[src/rtl/prog_timeout_timer.sv]
// Programmable timeout timer: a prescaler makes a base tick every TICK_DIV
// clocks and a down-counter times load_val ticks, in one-shot or periodic mode.
module prog_timeout_timer #(
  parameter int unsigned TICK_DIV = 50000,
  parameter int unsigned CNT_W    = 16
) (
  input  logic             clk,
  input  logic             rst,
  input  logic             enable,
  input  logic             start,
  input  logic             clear,
  input  logic             periodic,
  input  logic [CNT_W-1:0] load_val,
  output logic             timeout,
  output logic             expired,
  output logic             busy,
  output logic [CNT_W-1:0] remaining
);

  localparam int unsigned PS_W = (TICK_DIV > 1) ? $clog2(TICK_DIV) : 1;
  localparam logic [PS_W-1:0] PS_LAST = PS_W'(TICK_DIV - 1);

  typedef enum logic [1:0] {
    ST_IDLE = 2'd0,
    ST_RUN  = 2'd1,
    ST_DONE = 2'd2
  } state_e;

  state_e           state_q, state_d;
  logic [PS_W-1:0]  ps_q, ps_d;
  logic [CNT_W-1:0] rem_q, rem_d;
  logic [CNT_W-1:0] reload_q, reload_d;
  logic             mode_q, mode_d;
  logic             expired_q, expired_d;
  logic             timeout_q, timeout_d;
  logic             busy_q, busy_d;
  logic             tick_c;

  // State and output registers
  always_ff @(posedge clk or negedge rst) begin
    if (!rst) begin
      state_q   <= ST_IDLE;
      ps_q      <= '0;
      rem_q     <= '0;
      reload_q  <= '0;
      mode_q    <= 1'b0;
      expired_q <= 1'b0;
      timeout_q <= 1'b0;
      busy_q    <= 1'b0;
    end else begin
      state_q   <= state_d;
      ps_q      <= ps_d;
      rem_q     <= rem_d;
      reload_q  <= reload_d;
      mode_q    <= mode_d;
      expired_q <= expired_d;
      timeout_q <= timeout_d;
      busy_q    <= busy_d;
    end
  end

  // Next-state logic: clear beats start, start beats a coinciding tick
  always_comb begin
    state_d   = state_q;
    ps_d      = ps_q;
    rem_d     = rem_q;
    reload_d  = reload_q;
    mode_d    = mode_q;
    expired_d = expired_q;
    timeout_d = 1'b0;
    tick_c    = (state_q == ST_RUN) && enable && (ps_q == PS_LAST);

    if (clear) begin
      state_d   = ST_IDLE;
      ps_d      = '0;
      rem_d     = '0;
      expired_d = 1'b0;
    end else if (start && (load_val != '0)) begin
      state_d   = ST_RUN;
      ps_d      = '0;
      rem_d     = load_val;
      reload_d  = load_val;
      mode_d    = periodic;
      expired_d = 1'b0;
    end else if ((state_q == ST_RUN) && enable) begin
      if (tick_c) begin
        ps_d = '0;
        if (rem_q > CNT_W'(1)) begin
          rem_d = rem_q - CNT_W'(1);
        end else begin
          timeout_d = 1'b1;
          if (mode_q) begin
            rem_d = reload_q;
          end else begin
            state_d   = ST_DONE;
            rem_d     = '0;
            expired_d = 1'b1;
          end
        end
      end else begin
        ps_d = ps_q + PS_W'(1);
      end
    end

    busy_d = (state_d == ST_RUN);
  end

  assign timeout   = timeout_q;
  assign expired   = expired_q;
  assign busy      = busy_q;
  assign remaining = rem_q;

endmodule

[config.mk]
export PLATFORM = sky130hd
export DESIGN_NAME = prog_timeout_timer
export DESIGN_NICKNAME = d
export VERILOG_FILES = /design/src/rtl/prog_timeout_timer.sv
export SDC_FILE = /design/constraint.sdc
export NUM_CORES = 1
export LEC_CHECK = 0
export CAP_MARGIN = 20
export CORE_MARGIN = 2
export CORE_UTILIZATION = 50
export CTS_CLUSTER_SIZE = 14
export DETAILED_ROUTE_END_ITERATION = 12
export GPL_TIMING_DRIVEN = 0
export PLACE_DENSITY = 0.81
export SLEW_MARGIN = 15
export SYNTH_ARGS = -nofsm -noshare
export SYNTH_HDL_FRONTEND = slang
export SYNTH_SLANG_ARGS = --single-unit
[constraint.sdc]
create_clock -name clk -period 3.82 [get_ports clk]
set_clock_uncertainty 0.1 [all_clocks]
set_input_delay 0.573 -clock clk [delete_from_list [all_inputs] [get_ports clk]]
set_output_delay 0.573 -clock clk [all_outputs]
set_load 0.1 [all_outputs]
==> flow_results.org <==
** Route
- Wires add up to 9.10 mm.
- Topmost layer with routed signal wires :: met4
- DRC marker count from the first detailed-route iteration :: 365
- Before antenna repair, the detailed router went through 5 iterations.
- After detailed routing, the met3 layer carries 965 um of wire.
- In the routed design, unresolved DRC markers number 0.
- After detailed routing, the wire length on met1 is 3.89 mm.
- After detailed routing, the number of vias per cell comes to 6.35.
- In the detailed route, the total length drawn on met2 is 3.98 mm.
- Routed Antenna Nets :: 0
- DR WL/cell :: about 18 um
- The detailed router placed 3152 vias in this run.

** Run
- Max_cap viols :: 0

** STA
- Worst setup margin :: 873 ps
- Crit path time final :: 2950 ps
- Max-slew violations :: 0
- Setup tns final :: 0 ps
- In the finished design, the share of the clock period the worst path needs comes to 77.2%.
- Slew at the pin closest to its max-slew limit :: 976 ps
- RSZ-0062 raised after global routing :: no
- Timing would allow up to 339 MHz.
- Setup violations, final :: 0
- The final number of hold-violating endpoints was 0.
- Measured against its own limit, the worst slew margin works out to 34.7%.

** Pwr
- Clock group share of total power :: 28.0%
- Registers are responsible for a little under half of the overall power.
- Power spread over the standard cell area amounts to 359 nW/um^2.
- For this design the total switching power over the nets is 453 uW.
- Cell leakage power :: 1.55 nW
- Of the total power, combinational logic draws between 20% and 30%.
- VDD IR-drop max :: 0.197 mV
- Internal power consumption :: 905 uW
- Of the total power, the share spent switching nets is 33.3%.

** Floorplanning
- Once the floorplan was initialized, standard cells occupied roughly half of the core.
- For this design the top-level I/O count stands at 41.
- The die covers 7030 sq um.
- Area of the placeable core :: 6240 sq um
- The die is 83.8 um tall.
- Horiz. Die Dim :: 83.8 um
- Row count :: 29

** Synth
- Area share of the largest cell type after synthesis :: 42.4%
- During synthesis, Yosys emitted a total of 0 warnings.
- In the synthesized netlist the dominant register cell turns out to be sky130_fd_sc_hd__dfrtp_1.
- Avg Inst Size Synth :: 8.57 sq um
- Number of nets produced by synthesis :: 397
- Counting flops and latches in the post-synthesis netlist gives 54.
- Biggest area consumer among synthesized cells :: sky130_fd_sc_hd__dfrtp_1
- Sequential elements use a little over two fifths of the synthesized area.
- By area the synthesized netlist is led by sky130_fd_sc_hd__dfrtp_1, sky130_fd_sc_hd__nand2_1, sky130_fd_sc_hd__xnor2_1.
- Proportion of synthesized flip-flops having asynchronous set or reset :: 100%
- The cell area that synthesis handed to floorplanning was 3190 sq um.
- Post-synth EDFFs :: 0
- Synthesis produced a netlist whose cell count is 372.
- Library cells used by synthesis :: 57

** Global route
- Across every metal layer, demand over resource in global routing totals 26.7%.
- Entering global routing, the biggest net connects 55 pins.
- The number of global-route vias before repair came to 2959.
- Antenna violations before repair :: 0
- GRT Residual Overflow :: 0
- Wire length of the first global-routing pass :: 14.9 mm

** Clock network
- After clock tree synthesis, the flow added hold-fix buffers numbering 0.
- CTS saw 54 sinks.
- The tree is rooted in a sky130_fd_sc_hd__clkbuf_8.
- H-tree lvl count :: 2
- Max clock buf depth :: 2
- Worst skew pair latency :: 300 ps
- The number of clock buffers added by TritonCTS is 5.
- The number of setup buffers added after CTS is 0.
- The number of gates resized after CTS was 0.
- After clock tree synthesis, the clock-pin slew on the worst setup and hold paths is 90 ps.
- TritonCTS built the clock tree.

** Setup path
- Cells along the critical path :: clkdlybuf4s50_1 -> or4_1 -> o41ai_4 -> buf_6 -> buf_4 -> o21ai_1 -> a31oi_1
- Largest driver fanout on the critical path :: 10
- Cell type of the slowest stage on the worst timing path :: sky130_fd_sc_hd__or4_1
- Kind of critical path :: input port to flop
- CP required :: 3920 ps
- Family with the most delay on the worst path :: compound AO/OA/AOI/OAI gates
- Startpoint type of the worst setup path :: input port
- Crit path buf inv count :: 3
- STA puts the critical path data arrival time at 3050 ps.
- Capturing element type of the critical path :: flop
- Largest stage delay, worst path :: between 600 and 700 ps

** Layout
- Highest-count cells in the layout ignoring fill and taps :: sky130_fd_sc_hd__nand2_1, sky130_fd_sc_hd__dfrtp_1, sky130_fd_sc_hd__clkdlybuf4s50_1, sky130_fd_sc_hd__nor2_1, sky130_fd_sc_hd__nand3_1
- Count of inserted antenna diode cells :: 0
- Filler cell count :: 570
- Relative to the synthesized area, the layout overhead comes to 18.5%.
- Leaving out fill and tap cells, the most frequent cell in the layout is sky130_fd_sc_hd__nand2_1.
- Registers take 1350 sq um.
- Share of cells above drive strength 1 :: 5.73%
- For this run, the post-layout net count is 443.
- Measured on the finished design, the core utilization comes to 60.5%.
- Summing all multi-input logic gate instances after layout gives between 1500 and 2000 sq um.

** Placement
- Placement Setup Slack :: ~640 ps
- Routability-driven placement finished with a final weighted congestion of 0.953.
- Once detailed placement completed, the half-perimeter wirelength came to 6.60 mm.
- Count of input and output buffers :: 39

** Min path
- Type of the most critical hold path :: input port to asynchronous set/reset pin

** Outcome
- Run status :: complete, no violations
## sequential cells by signal, summed over array words and instances (netlist names)
signal / flops
ps_q: 16
reload_q: 16
remaining: 16
state_q: 2
busy: 1
expired: 1
mode_q: 1
timeout: 1
## power groups by stage
stage | registers, mW | logic [mW] | clock network (mW)
floorplan | 0.729 | 0.139 | 0
global placement | 0.649 | 0.328 | 0
detailed placement | 0.650 | 0.333 | 0
CTS | 0.639 | 0.334 | 0.383
global route | 0.644 | 0.362 | 0.409
finish | 0.640 | 0.338 | 0.380
## kinds of logic after synthesis
family	synth area share, %
buffers and inverters	4.59
AOI/OAI and AO/OA	19.4
and+or+nand+nor	26.7
DFF	42.4
xor gates and xnor gates	5.77
adders and majority gates	1.18
## cell usage after synthesis (all sizes together) (2+ instances only)
cell    instances
clkbuf         12
or4             9
a21o            3
nor4bb          2
xnor2          15
or3             2
and3            2
a211o           3
nor4            6
o221ai          2
o21a            2
o41ai           3
nand4          10
nand2          74
a31oi          13
dfrtp          54
ha              3
or2             3
inv             8
buf            12
o211ai          4
nor2           29
nand3          17
xor2            6
a311oi          2
o21ai          17
nor4b           3
and2            3
a21oi          16
a31o            2
a211oi          5
a22oi           2
and4            3
o311ai          2
nor3            6
a21boi          6
o31ai           3
## final timing paths
| path | from | to | slack (ps) | cells past startpoint |
|---|---|---|---|---|
| worst max-delay path | load_val[0] | remaining[8] | 870 | 7 |
| min in group clk | reload_q[2] | reload_q[2] | 390 | 2 |
| worst max register to register | remaining[4] | remaining[3] | 1160 | 6 |
| worst min-delay path | rst | reload_q[3] | 200 | 1 |
| max in group asynchronous | rst | remaining[13] | 2960 | 1 |
| worst min register to register | reload_q[2] | reload_q[2] | 390 | 2 |
## per-stage QoR
step | std cells | power (mW) | hold WS, ps | instance area (sq um)
3_3_place_gp | 488 | 0.977 | 355 | 3670
2_1_floorplan | 372 | 0.868 | 177 | 3190
3_5_place_dp | 488 | 0.983 | 368 | 3670
6_report | 496 | 1.36 | 200 | 3780
4_1_cts | 496 | 1.36 | 232 | 3780
5_1_grt | 496 | 1.41 | 245 | 3780
## area by class of cell
| type | count | area share, % |
|---|---|---|
| multi-input cells | 286 | 44.7 |
| flip-flops and latches | 54 | 35.8 |
| repair buffers | 39 | 10.3 |
| plain buffers | 24 | 3.08 |
| well taps | 77 | 2.55 |
| clock buffers | 7 | 2.02 |
| clock inverters | 1 | 0.795 |
| inverters | 8 | 0.795 |
## routing by layer
layer / track usage, % / vias up
li1: - / 1429
met1: 38.4 / 1488
met2: 40.1 / 209
met3: 5.64 / 26
met4: 9.82 / 0
met5: 0 / -
Power figures use the tool's default switching activity.
